$ cat src/rtl/bank_load_pkg.sv
// ============================================================================
// Module      : bank_load_pkg
// Description : Shared types and sizing for the bank load sequencer.
// Revision    : 1.0 - initial release
// ============================================================================
`default_nettype none

package bank_load_pkg;

    typedef enum logic [0:0] {
        ST_IDLE = 1'b0,
        ST_LOAD = 1'b1
    } state_t;

    localparam int NTT_ADDR_W = 10;
    localparam int MSM_ADDR_W = 12;

    localparam int NTT_MAX   = 1024;
    localparam int BG4_P_NUM = 384;
    localparam int BG5_P_NUM = 128;
    // Bank groups 0-3 hold 2048 points; groups 4 and 5 hold the remainder.
    localparam int MSM_MAX   = 2 * NTT_MAX + BG4_P_NUM + BG5_P_NUM;

    function automatic logic [MSM_ADDR_W-1:0] eff_len(
        input logic                  is_msm,
        input logic [MSM_ADDR_W-1:0] len
    );
        logic [MSM_ADDR_W-1:0] lim;
        lim = is_msm ? MSM_ADDR_W'(MSM_MAX) : MSM_ADDR_W'(NTT_MAX);
        return (len > lim) ? lim : len;
    endfunction

endpackage

`default_nettype wire

$ cat src/rtl/bank_load_seq_if.sv
// ============================================================================
// Module      : bank_load_seq_if
// Description : DMA beat stream in, router load command bus out.
// Revision    : 1.0 - initial release
// ============================================================================
`default_nettype none

interface bank_load_seq_if
    import bank_load_pkg::*;
#(
    parameter int WIDTH_DATA_LOAD = 512
) ();

    logic                       in_valid;
    logic                       in_ready;
    logic [WIDTH_DATA_LOAD-1:0] in_data;

    logic                       bg_sel;
    logic                       flag_msm;
    logic [NTT_ADDR_W-1:0]      ntt_load_addr;
    logic                       ntt_load_en;
    logic                       ntt_load_wen;
    logic [MSM_ADDR_W-1:0]      msm_load_addr;
    logic                       msm_load_en;
    logic                       msm_load_wen;
    logic [WIDTH_DATA_LOAD-1:0] data_load_in;

    modport master (
        input  in_valid, in_data,
        output in_ready, bg_sel, flag_msm,
        output ntt_load_addr, ntt_load_en, ntt_load_wen,
        output msm_load_addr, msm_load_en, msm_load_wen,
        output data_load_in
    );

    modport slave (
        output in_valid, in_data,
        input  in_ready, bg_sel, flag_msm,
        input  ntt_load_addr, ntt_load_en, ntt_load_wen,
        input  msm_load_addr, msm_load_en, msm_load_wen,
        input  data_load_in
    );

endinterface

`default_nettype wire

$ cat src/rtl/bank_load_seq.sv
// ============================================================================
// Module      : bank_load_seq
// Description : Turns a DMA beat stream into NTT/MSM router write commands.
//               Optional BANK_LOAD_SEQ_PERF_EN adds a stall_cnt output.
// Revision    : 1.0 - initial release
// ============================================================================
`default_nettype none

module bank_load_seq
    import bank_load_pkg::*;
#(
    parameter int WIDTH_DATA_LOAD = 512
) (
    input  wire logic                  clk,
    input  wire logic                  rst,
    input  wire logic                  start,
    input  wire logic                  abort,
    input  wire logic                  cfg_flag_msm,
    input  wire logic                  cfg_bg_sel,
    input  wire logic [MSM_ADDR_W-1:0] cfg_len,
    output logic                       busy,
    output logic                       done,
`ifdef BANK_LOAD_SEQ_PERF_EN
    output logic [31:0]                stall_cnt,
`endif
    bank_load_seq_if.master            bus
);

    state_t                     state_q, state_d;
    logic [MSM_ADDR_W-1:0]      len_q, len_d;
    logic [MSM_ADDR_W-1:0]      cnt_q, cnt_d;
    logic                       flag_msm_q, flag_msm_d;
    logic                       bg_sel_q, bg_sel_d;
    logic [NTT_ADDR_W-1:0]      ntt_addr_q, ntt_addr_d;
    logic                       ntt_en_q, ntt_en_d;
    logic [MSM_ADDR_W-1:0]      msm_addr_q, msm_addr_d;
    logic                       msm_en_q, msm_en_d;
    logic [WIDTH_DATA_LOAD-1:0] data_q, data_d;
    logic                       busy_q, busy_d;
    logic                       done_q, done_d;

    logic [MSM_ADDR_W-1:0]      start_len;
    logic                       start_accept;
    logic                       in_ready;
    logic                       hs;
    logic                       last_beat;

    assign start_len    = eff_len(cfg_flag_msm, cfg_len);
    assign start_accept = (state_q == ST_IDLE) && start && (start_len != '0);

    // Ready depends only on state and abort, never on in_valid.
    assign in_ready  = (state_q == ST_LOAD) && !abort;
    assign hs        = bus.in_valid && in_ready;
    assign last_beat = hs && (cnt_q == len_q - MSM_ADDR_W'(1));

    always_comb begin
        state_d    = state_q;
        len_d      = len_q;
        cnt_d      = cnt_q;
        flag_msm_d = flag_msm_q;
        bg_sel_d   = bg_sel_q;
        ntt_addr_d = '0;
        ntt_en_d   = 1'b0;
        msm_addr_d = '0;
        msm_en_d   = 1'b0;
        data_d     = data_q;
        done_d     = 1'b0;

        case (state_q)
            ST_IDLE: begin
                if (start_accept) begin
                    state_d    = ST_LOAD;
                    len_d      = start_len;
                    cnt_d      = '0;
                    flag_msm_d = cfg_flag_msm;
                    bg_sel_d   = cfg_bg_sel;
                end else if (start) begin
                    done_d = 1'b1;
                end
            end
            ST_LOAD: begin
                if (abort) begin
                    state_d = ST_IDLE;
                end else if (hs) begin
                    data_d = bus.in_data;
                    cnt_d  = cnt_q + MSM_ADDR_W'(1);
                    if (flag_msm_q) begin
                        msm_en_d   = 1'b1;
                        msm_addr_d = cnt_q;
                    end else begin
                        ntt_en_d   = 1'b1;
                        ntt_addr_d = cnt_q[NTT_ADDR_W-1:0];
                    end
                    if (last_beat) begin
                        state_d = ST_IDLE;
                        done_d  = 1'b1;
                    end
                end
            end
            default: state_d = ST_IDLE;
        endcase

        // Busy covers the done cycle, but not the zero-length done pulse.
        busy_d = (state_d == ST_LOAD) || last_beat;
    end

    always_ff @(posedge clk or posedge rst) begin
        if (rst) begin
            state_q    <= ST_IDLE;
            len_q      <= '0;
            cnt_q      <= '0;
            flag_msm_q <= 1'b0;
            bg_sel_q   <= 1'b0;
            ntt_addr_q <= '0;
            ntt_en_q   <= 1'b0;
            msm_addr_q <= '0;
            msm_en_q   <= 1'b0;
            data_q     <= '0;
            busy_q     <= 1'b0;
            done_q     <= 1'b0;
        end else begin
            state_q    <= state_d;
            len_q      <= len_d;
            cnt_q      <= cnt_d;
            flag_msm_q <= flag_msm_d;
            bg_sel_q   <= bg_sel_d;
            ntt_addr_q <= ntt_addr_d;
            ntt_en_q   <= ntt_en_d;
            msm_addr_q <= msm_addr_d;
            msm_en_q   <= msm_en_d;
            data_q     <= data_d;
            busy_q     <= busy_d;
            done_q     <= done_d;
        end
    end

`ifdef BANK_LOAD_SEQ_PERF_EN
    logic [31:0] stall_q, stall_d;

    always_comb begin
        stall_d = stall_q;
        if (start_accept) begin
            stall_d = '0;
        end else if ((state_q == ST_LOAD) && !bus.in_valid && (stall_q != 32'hFFFF_FFFF)) begin
            stall_d = stall_q + 32'd1;
        end
    end

    always_ff @(posedge clk or posedge rst) begin
        if (rst) begin
            stall_q <= '0;
        end else begin
            stall_q <= stall_d;
        end
    end

    assign stall_cnt = stall_q;
`endif

    assign bus.in_ready      = in_ready;
    assign bus.bg_sel        = bg_sel_q;
    assign bus.flag_msm      = flag_msm_q;
    assign bus.ntt_load_addr = ntt_addr_q;
    assign bus.ntt_load_en   = ntt_en_q;
    assign bus.ntt_load_wen  = ntt_en_q;
    assign bus.msm_load_addr = msm_addr_q;
    assign bus.msm_load_en   = msm_en_q;
    assign bus.msm_load_wen  = msm_en_q;
    assign bus.data_load_in  = data_q;
    assign busy              = busy_q;
    assign done              = done_q;

endmodule

`default_nettype wire

$ cat src/flat_wrapper.sv
// flat-port wrapper written by rule: the top's interface ports become plain ports
module bank_load_seq_flat import bank_load_pkg::*;
#(
    parameter int WIDTH_DATA_LOAD = 512
)
  (clk, rst, start, abort, cfg_flag_msm, cfg_bg_sel, cfg_len, busy, done, bus_in_valid, bus_in_data, bus_in_ready, bus_bg_sel, bus_flag_msm, bus_ntt_load_addr, bus_ntt_load_en, bus_ntt_load_wen, bus_msm_load_addr, bus_msm_load_en, bus_msm_load_wen, bus_data_load_in);
  bank_load_seq_if #(.WIDTH_DATA_LOAD(WIDTH_DATA_LOAD)) bus_i ();
  input  wire logic clk;
  input  wire logic rst;
  input  wire logic start;
  input  wire logic abort;
  input  wire logic cfg_flag_msm;
  input  wire logic cfg_bg_sel;
  input  wire logic [MSM_ADDR_W-1:0] cfg_len;
  output logic busy;
  output logic done;
  input wire logic [$bits(bus_i.in_valid)-1:0] bus_in_valid;
  input wire logic [$bits(bus_i.in_data)-1:0] bus_in_data;
  output wire logic [$bits(bus_i.in_ready)-1:0] bus_in_ready;
  output wire logic [$bits(bus_i.bg_sel)-1:0] bus_bg_sel;
  output wire logic [$bits(bus_i.flag_msm)-1:0] bus_flag_msm;
  output wire logic [$bits(bus_i.ntt_load_addr)-1:0] bus_ntt_load_addr;
  output wire logic [$bits(bus_i.ntt_load_en)-1:0] bus_ntt_load_en;
  output wire logic [$bits(bus_i.ntt_load_wen)-1:0] bus_ntt_load_wen;
  output wire logic [$bits(bus_i.msm_load_addr)-1:0] bus_msm_load_addr;
  output wire logic [$bits(bus_i.msm_load_en)-1:0] bus_msm_load_en;
  output wire logic [$bits(bus_i.msm_load_wen)-1:0] bus_msm_load_wen;
  output wire logic [$bits(bus_i.data_load_in)-1:0] bus_data_load_in;
  assign bus_i.in_valid = bus_in_valid;
  assign bus_i.in_data = bus_in_data;
  assign bus_in_ready = bus_i.in_ready;
  assign bus_bg_sel = bus_i.bg_sel;
  assign bus_flag_msm = bus_i.flag_msm;
  assign bus_ntt_load_addr = bus_i.ntt_load_addr;
  assign bus_ntt_load_en = bus_i.ntt_load_en;
  assign bus_ntt_load_wen = bus_i.ntt_load_wen;
  assign bus_msm_load_addr = bus_i.msm_load_addr;
  assign bus_msm_load_en = bus_i.msm_load_en;
  assign bus_msm_load_wen = bus_i.msm_load_wen;
  assign bus_data_load_in = bus_i.data_load_in;
  bank_load_seq #(.WIDTH_DATA_LOAD(WIDTH_DATA_LOAD)) u_core (.clk(clk), .rst(rst), .start(start), .abort(abort), .cfg_flag_msm(cfg_flag_msm), .cfg_bg_sel(cfg_bg_sel), .cfg_len(cfg_len), .busy(busy), .done(done), .bus(bus_i));
endmodule
$ cat config.mk
export PLATFORM = sky130hd
export DESIGN_NAME = bank_load_seq_flat
export DESIGN_NICKNAME = d
export VERILOG_FILES = /design/src/rtl/bank_load_pkg.sv /design/src/rtl/bank_load_seq_if.sv /design/src/rtl/bank_load_seq.sv /design/src/flat_wrapper.sv
export SDC_FILE = /design/constraint.sdc
export NUM_CORES = 1
export LEC_CHECK = 0
export ABC_AREA = 1
export CAP_MARGIN = 20
export CORE_AREA = 3 3 419 421
export DETAILED_ROUTE_END_ITERATION = 8
export DIE_AREA = 0 0 422 424
export PLACE_DENSITY = 0.4
export SETUP_SLACK_MARGIN = 0.02
export SLEW_MARGIN = 15
export SYNTH_ARGS = -nofsm -noshare
export SYNTH_HDL_FRONTEND = slang
export SYNTH_SLANG_ARGS = --single-unit
$ cat constraint.sdc
create_clock -name clk -period 22.5 [get_ports clk]
set_clock_uncertainty 0.2 [all_clocks]
set_input_delay 6.75 -clock clk [delete_from_list [all_inputs] [get_ports clk]]
set_output_delay 6.75 -clock clk [all_outputs]
set_load 0.005 [all_outputs]
==> reports/summary.txt, run 1 <==
run status = complete, no violations
Yosys reg bits = 565
highest clock frequency the design can meet = 0.0663 GHz
Crit path arrival time = 8.14 ns
crit share post-route = 0.670
die width = 422 um
Min-Delay Path Class = reg -> reg
nature of the critical path endpoint = primary output
largest voltage drop on the vdd net = 0.0000626 V
quantity of gates resized following cts = 0
postcts setup bufs = 0
final global-route overflow total = 0
number of top-level design ports = 1074
mean number of vias per cell = 3.40
R2R Setup Slk = 18.17 ns
setup total negative slack = 0 ns
count of mapped cells out of synthesis = 2535
worst-case hold path end point = u_core.bus.data_load_in[232]
synthesized area per cell = 8.63 um2
number of distinct standard cells referenced by the synthesized netlist = 30
nature of the critical path startpoint = input pin
share of final-layout standard cells stronger than drive strength 1 = 0.0415
Pleak = 17.6 nW
post-layout util = 0.220
share of total power in sequential cells = 0.378
hold depth = 2
CTS tree = yes
Yosys warnings = 0
H-tree depth reported by CTS = 3
cell family with most CP delay = buffers and inverters
routed wire length per instance = 21.0 um
delay of the slowest cell on the worst path = 0.53 ns
minimum period implied by the final worst setup slack = 15.09 ns
DRC violation count after routing = 0
clock sink count = 565
total clock buffers created by CTS = 78
antenna-violating nets left = 0
Slowest-stage cell, CP = clkdlybuf4s50_1
combinational cell fraction of total power = 0.286
Buf+Inv Stages, Crit Path = 4
Die Span Y = 424 um
via count of the first global-routing pass = 20800
syn nets = 3071
worst slew margin relative to its limit = 0.314
master cell of the clock root buffer = clkbuf_16
switching power = 1.16 mW
Clk Latency, worst-skew pair = 0.68 ns
Die ar. = 179000 um2
effective utilization at floorplan = 0.127
worst flop-to-flop path startpoint = u_core.state_q
final slew viol count = 0
post-synth design cell area = 21900 um2
required time at the worst-slack endpoint = 15.55 ns
placeable core region = 172000 um2
hold buffers post-CTS = 0
pin count of the biggest net entering global routing = 158
Final Hold Fails = 0
number of standard-cell rows in the floorplan = 152
final-report setup violation count = 0
DRT Pass-1 Iters = 7
switching power share of the total = 0.311
part of the power in the clock network = 0.335
global-route wire length before repair = 172000 um
clk buf depth = 3
areal power density over the cells = 98.8 nW/um2
maximum fanout along the worst path = 3
final weighted congestion of routability-driven global placement = 0.872
internal power = 2.57 mW
vias after detailed routing = 20300
sequential-to-total area share from yosys stat = 0.646
Setup CP Type = in -> out
count of buffers inserted at the top-level ports = 1073
initial antenna violation count = 49
Fillers = 19000
max-cap violation count = 0
synth-to-layout area growth = 72.5%
Post-DP HPWL = 97900 um
Tot GR Track Use = 0.136
final net count = 4121
RSZ-0062 raised after global routing = no
WL final = 125000 um
Worst Tran Pin Value = 1.03 ns
worst r2r dst = u_core.bus.data_load_in[330]
crit-path cells = clkdlybuf4s50_1, inv_1, nand2_1, inv_1, clkdlybuf4s50_1
Detailed Route Iter0 Violations = 1427
post-CTS clock slew at the launch and capture registers of the worst setup and hold paths = 0.05 ns
Post-Route Hold Slack = 0.266 ns
r2r worst-path depth = 8
critical hold path startpoint = u_core.bus.data_load_in[232]
[placed cells by master (no fill, tap or decap), types with 2 or more instances in the layout]
cell type        synthesis  final
buf_12                   0      2
buf_4                    2     20
bufinv_16                0      4
clkbuf_1                68     20
clkbuf_16                0     78
clkbuf_8                 0     10
clkdlybuf4s50_1          0   1073
clkinv_16                0      3
clkinv_2                 0     11
clkinvlp_4               0      4
dfrtp_1                565    565
diode_2                  0     19
ha_1                     5      5
inv_1                   41     40
inv_6                    0      5
nand2_1               1651   1651
nand2_2                  2      2
nand3_1                 38     38
nand3b_1                 2      2
nor2_1                  60     60
nor3_1                   2      2
o21ai_0                 13     13
o21ai_1                  3      3
xnor2_1                  2      2
xor2_1                  13     13
[power groups by stage]
stage	registers [mW]	clock network, mW	logic [mW]
floorplan	1.43	0	0.265
global placement	1.42	0	1.11
detailed placement	1.42	0	1.11
CTS	1.41	1.30	1.11
global route	1.44	1.34	1.17
finish	1.41	1.25	1.07
[cell type report]
type | instances | area, um2 | share of cell area
sequential | 565 | 14100 | 0.375
timing repair buffer | 1095 | 10900 | 0.290
multi-input combinational | 1801 | 7020 | 0.186
tap | 2310 | 2890 | 0.0766
clock buffer | 108 | 2160 | 0.0573
clock inverter | 29 | 377 | 0.00998
inverter | 44 | 176 | 0.00467
antenna | 19 | 47.5 | 0.00126
[cell families (layout without fill, tap and decap cells)]
| kind of cell | after synthesis | count (layout) | synth area share |
|---|---|---|---|
| and+or+nand+nor | 1761 | 1761 | 0.306 |
| xor gates and xnor gates | 15 | 15 | 0.00600 |
| buffers and inverters | 169 | 1276 | 0.0334 |
| DFF | 565 | 565 | 0.646 |
| adders and majority gates | 5 | 5 | 0.00286 |
| AOI/OAI and AO/OA | 20 | 20 | 0.00549 |
| other | 0 | 19 | 0 |
[registers in the layout, summed over array words and instances, names as in the netlist]
| name | cells |
|---|---|
| u_core.bus.bg_sel | 1 |
| u_core.bus.data_load_in | 512 |
| u_core.bus.flag_msm | 1 |
| u_core.bus.msm_load_addr | 12 |
| u_core.bus.msm_load_en | 1 |
| u_core.bus.ntt_load_addr | 10 |
| u_core.bus.ntt_load_en | 1 |
| u_core.busy | 1 |
| u_core.cnt_q | 12 |
| u_core.done | 1 |
| u_core.len_q | 12 |
| u_core.state_q | 1 |
[worst min-delay path, delay by kind of cell (launching register included)]
family	cells	cell delay, ns
flip-flops	1	0.34
AND/OR/NAND/NOR	2	0.09
[synthesized netlist by cell type, drive strengths merged]
library cell / number / area (um2)
xnor2: 2 / 17.5
or2: 1 / 6.26
nand3b: 2 / 15.0
nor3: 3 / 20.0
a21o: 1 / 7.51
nor3b: 1 / 7.51
ha: 5 / 62.6
xor2: 13 / 114
a21oi: 1 / 5.00
nor2: 61 / 231
o21bai: 1 / 18.8
clkinv: 1 / 3.75
clkbuf: 68 / 255
inv: 43 / 161
nand4: 1 / 12.5
buf: 57 / 310
nand2: 1653 / 6210
dfrtp: 565 / 14100
nand3: 39 / 200
o21ai: 17 / 88.8
[worst max path at each step]
stage / start / end / cells after the start
2_1_floorplan: rst / u_core.bus.bg_sel / 1
4_1_cts: abort / bus_in_ready / 5
5_1_grt: abort / bus_in_ready / 5
3_3_place_gp: abort / bus_in_ready / 5
3_5_place_dp: abort / bus_in_ready / 5
6_report: abort / bus_in_ready / 5
[stage by stage]
stage	power, mW	std cells	cell area [um2]	setup slack (ns)
finish	3.73	5971	37700	7.41
global route	3.95	5958	37700	7.35
CTS	3.82	5952	37700	7.43
detailed placement	2.53	5815	35200	7.44
global placement	2.52	5815	35200	7.41
floorplan	1.69	2535	21900	7.86
[metal layers]
metal / part of all wire / routed length, um / global-route usage
met1: 0.40 / 49700 / 0.156
met2: 0.50 / 62000 / 0.232
met3: 0.074 / 9310 / 0.0503
met4: 0.031 / 3920 / 0.0456
met5: 0.0019 / 235 / 0
(Power assumes the default switching activity.)
==> run 2, diff against run 1 <==
Clock period 22.5 ns to 13 ns, I/O delays scaled along.
==> reports/summary.txt, run 2 (same netlist as run 1, synthesis figures left out) <==
Die ar. = 179000 um2
maximum fanout along the worst path = 3
commonest non-fill, non-tap cell in the layout = nand2_1
crit-path cells = clkdlybuf4s50_1, inv_1, nand2_1, inv_1, clkdlybuf4s50_1
run status = complete, no violations
worst-case hold path end point = u_core.bus.data_load_in[100]
DRT Pass-1 Iters = 5
Largest register FFs = 512
leading cell types in the layout, fill and taps excluded = 1651 x nand2_1, 1073 x clkdlybuf4s50_1, 565 x dfrtp_1, 80 x clkbuf_16, 60 x nor2_1
worst slew margin relative to its limit = 0.262
minimum period implied by the final worst setup slack = 9.30 ns
nature of the critical path endpoint = primary output
final global-route overflow total = 0
Post-DP HPWL = 97800 um
quantity of gates resized following cts = 0
r2r worst-path depth = 8
antenna-violating nets left = 0
global-route wire length before repair = 172000 um
DRC violation count after routing = 0
delay of the slowest cell on the worst path = 0.54 ns
Worst path depth = 5
clock sink count = 565
RSZ-0062 raised after global routing = no
crit share post-route = 0.716
share of final-layout standard cells stronger than drive strength 1 = 0.0404
Fillers = 19000
initial antenna violation count = 55
total placed cells including tap cells = 5811
final-report setup violation count = 0
master cell of the clock root buffer = clkbuf_16
pin count of the biggest net entering global routing = 149
max-cap violation count = 0
H-tree depth reported by CTS = 3
effective utilization at floorplan = 0.127
count of buffers inserted at the top-level ports = 1073
critical hold path startpoint = u_core.bus.data_load_in[100]
areal power density over the cells = 171 nW/um2
Final Hold Fails = 0
largest voltage drop on the vdd net = 0.0000830 V
multi-input combinational cell area = 7020 um2
final net count = 4117
worst r2r dst = u_core.bus.data_load_in[221]
total clock buffers created by CTS = 77
Detailed Route Iter0 Violations = 1339
required time at the worst-slack endpoint = 8.90 ns
Clk Latency, worst-skew pair = 0.67 ns
vias after detailed routing = 20400
synth-to-layout area growth = 72.8%
Setup CP Type = in -> out
hold buffers post-CTS = 0
routed wire length per instance = 21.0 um
placeable core region = 172000 um2
worst flop-to-flop path startpoint = u_core.state_q
highest clock frequency the design can meet = 0.107 GHz
cell family with most CP delay = buffers and inverters
Post-Route Hold Slack = 0.264 ns
Pleak = 17.7 nW
Seq. cell area = 14100 um2
Buf+Inv Stages, Crit Path = 4
Crit path arrival time = 5.20 ns
Die Span Y = 424 um
die width = 422 um
number of standard-cell rows in the floorplan = 152
final slew viol count = 0
final weighted congestion of routability-driven global placement = 0.848
hold depth = 2
nature of the critical path startpoint = input pin
clk buf depth = 3
R2R Setup Slk = 9.34 ns
number of top-level design ports = 1074
sum of internal, switching and leakage power = 6.46 mW
postcts setup bufs = 0
mean number of vias per cell = 3.41
Tot GR Track Use = 0.137
CTS tree = yes
Worst Tran Pin Value = 1.11 ns
non-filler instance count after layout = 5974
post-CTS clock slew at the launch and capture registers of the worst setup and hold paths = 0.05 ns
WL final = 125000 um
Min-Delay Path Class = reg -> reg
Slowest-stage cell, CP = clkdlybuf4s50_1
via count of the first global-routing pass = 20900
setup total negative slack = 0 ns
## run 2: worst min-delay path, stage by stage (launching register included)
cell	delay (ns)
dfrtp_1	0.33
nand2_1	0.05
nand2_1	0.04
## run 2: stage by stage
| stage | setup slack [ns] | util | instance area (um2) |
|---|---|---|---|
| final | 3.70 | 0.220 | 37800 |
| after global routing | 3.67 | 0.220 | 37800 |
| after CTS | 3.71 | 0.220 | 37700 |
| after detailed placement | 3.73 | 0.205 | 35200 |
| after global placement | 3.67 | 0.205 | 35200 |
| after floorplan | 1.21 | - | 21900 |
## run 2: how the worst max path moves through the flow
stage / startpoint / endpoint / slack (ns)
after CTS: abort / bus_in_ready / 3.71
after global placement: abort / bus_in_ready / 3.67
after detailed placement: abort / bus_in_ready / 3.73
final: abort / bus_in_ready / 3.70
after floorplan: rst / u_core.bus.bg_sel / 1.21
after global routing: abort / bus_in_ready / 3.67
## run 2: power breakdown
group          leakage, nW  switching, mW  internal (mW)
Clock                 1.25          0.878           1.29
Sequential            7.11          0.272           2.18
Combinational         9.30          0.823           1.01
Total                 17.7           1.97           4.48
## run 2: routing by layer
layer  up-vias  global-route usage  part of all wire
met2       602               0.233              0.50
met1      9774               0.158              0.40
met3       179              0.0465             0.074
met5         -                   0            0.0020
met4        40              0.0526             0.031
li1       9797                   -                 -
## run 2: layout make-up
type                    count  area share
clock buffers             118      0.0609
repair buffers           1092       0.290
diodes                     24     0.00159
multi-input cells        1801       0.186
flip-flops and latches    565       0.374
well taps                2310      0.0764
clock inverters            20     0.00668
inverters                  44     0.00466
==> run 3, diff against run 2 <==
Settings changed: CORE_AREA 3 3 419 421 to 3 3 422 424, DIE_AREA 0 0 422 424 to 0 0 425 427, PLACE_DENSITY 0.4 to 0.39.
Clock period 13 ns to 8.8 ns, I/O delays scaled along.
==> reports/summary.txt, run 3 (same netlist as run 1, synthesis figures left out) <==
leading cell types in the layout, fill and taps excluded = 1651 x nand2_1, 1073 x clkdlybuf4s50_1, 565 x dfrtp_1, 78 x clkbuf_16, 60 x nor2_1
die width = 425 um
Die Span Y = 427 um
post-layout util = 0.218
highest clock frequency the design can meet = 0.146 GHz
clk buf depth = 3
minimum period implied by the final worst setup slack = 6.85 ns
master cell of the clock root buffer = clkbuf_16
Post-Route Hold Slack = 0.264 ns
final net count = 4121
max-cap violation count = 0
hold buffers post-CTS = 0
commonest non-fill, non-tap cell in the layout = nand2_1
Crit path arrival time = 4.01 ns
RSZ-0062 raised after global routing = no
maximum fanout along the worst path = 3
via count of the first global-routing pass = 20800
number of top-level design ports = 1074
Worst Tran Pin Value = 0.956 ns
Pleak = 17.7 nW
global-route wire length before repair = 173000 um
DRC violation count after routing = 0
cell area reported after detailed placement = 35300 um2
met1 Use GR = 0.163
crit share post-route = 0.778
final slew viol count = 0
required time at the worst-slack endpoint = 5.96 ns
worst r2r dst = u_core.bus.data_load_in[352]
H-tree depth reported by CTS = 3
Post-DP HPWL = 100000 um
effective utilization at floorplan = 0.126
nature of the critical path endpoint = primary output
routing usage on met2 = 0.224
Tot GR Track Use = 0.136
worst slew margin relative to its limit = 0.363
DRT Pass-1 Iters = 7
post-CTS clock slew at the launch and capture registers of the worst setup and hold paths = 0.05 ns
quantity of gates resized following cts = 0
Fillers = 19300
Setup CP Type = in -> out
Die ar. = 181000 um2
routed wire length per instance = 21.4 um
count of buffers inserted at the top-level ports = 1073
WL final = 128000 um
largest voltage drop on the vdd net = 0.000130 V
synth-to-layout area growth = 73.3%
GR Util met3 = 0.0479
worst setup slack after placement = 2.00 ns
final-report setup violation count = 0
Largest register FFs = 512
r2r worst-path depth = 6
vias after detailed routing = 20400
areal power density over the cells = 253 nW/um2
initial antenna violation count = 58
final standard cell area without fillers = 37900 um2
postcts setup bufs = 0
run status = complete, no violations
antenna-violating nets left = 0
Clk Latency, worst-skew pair = 0.67 ns
mean number of vias per cell = 3.41
CTS tree = yes
highest-utilization routing layer at the global route stage = met2
placeable core region = 174000 um2
pin count of the biggest net entering global routing = 156
clock sink count = 565
Final Hold Fails = 0
final setup margin = 1.95 ns
worst flop-to-flop path startpoint = u_core.state_q
Min-Delay Path Class = reg -> reg
critical hold path startpoint = u_core.bus.data_load_in[425]
share of final-layout standard cells stronger than drive strength 1 = 0.0420
total clock buffers created by CTS = 77
nature of the critical path startpoint = input pin
R2R Setup Slk = 6.09 ns
Detailed Route Iter0 Violations = 1242
final weighted congestion of routability-driven global placement = 0.854
hold depth = 2
final global-route overflow total = 0
number of standard-cell rows in the floorplan = 153
worst-case hold path end point = u_core.bus.data_load_in[425]
## run 3: how the worst max path moves through the flow
stage | startpoint | end | slack (ns) | depth (start not counted)
6_report | abort | bus_in_ready | 1.95 | 5
5_1_grt | abort | bus_in_ready | 1.92 | 5
4_1_cts | abort | bus_in_ready | 1.99 | 5
3_5_place_dp | abort | bus_in_ready | 2.00 | 5
3_3_place_gp | abort | bus_in_ready | 2.01 | 5
2_1_floorplan | rst | u_core.bus.bg_sel | -1.73 | 1
## run 3: power breakdown
| group | switching, mW | internal [mW] |
|---|---|---|
| Clock | 1.34 | 1.92 |
| Sequential | 0.380 | 3.22 |
| Combinational | 1.22 | 1.50 |
## run 3: per-layer routing
| metal | wire length (um) | vias to the layer above |
|---|---|---|
| li1 | - | 9786 |
| met1 | 51500 | 9781 |
| met2 | 62400 | 608 |
| met3 | 9800 | 207 |
| met4 | 4040 | 48 |
| met5 | 320 | - |
## run 3: through the flow
stage	setup TNS [ns]	power [mW]	instances
after floorplan	-979.52	4.33	2535
after CTS	0	9.83	5971
after global routing	0	10.1	5979
after detailed placement	0	6.45	5831
final	0	9.58	5991
after global placement	0	6.43	5831
## run 3: final cells by class
cell class                 count  area, um2  share of cell area
sequential                   565      14100               0.373
timing repair buffer        1096      11000               0.291
multi-input combinational   1801       7020               0.185
tap                         2325       2910              0.0767
clock buffer                 121       2320              0.0612
clock inverter                19        293             0.00772
inverter                      44        176             0.00465
antenna                       20       50.0             0.00132
## run 3: critical path: stages
cell and delay [ns]:
clkdlybuf4s50_1 0.43, inv_1 0.11, nand2_1 0.16, inv_1 0.13
clkdlybuf4s50_1 0.53
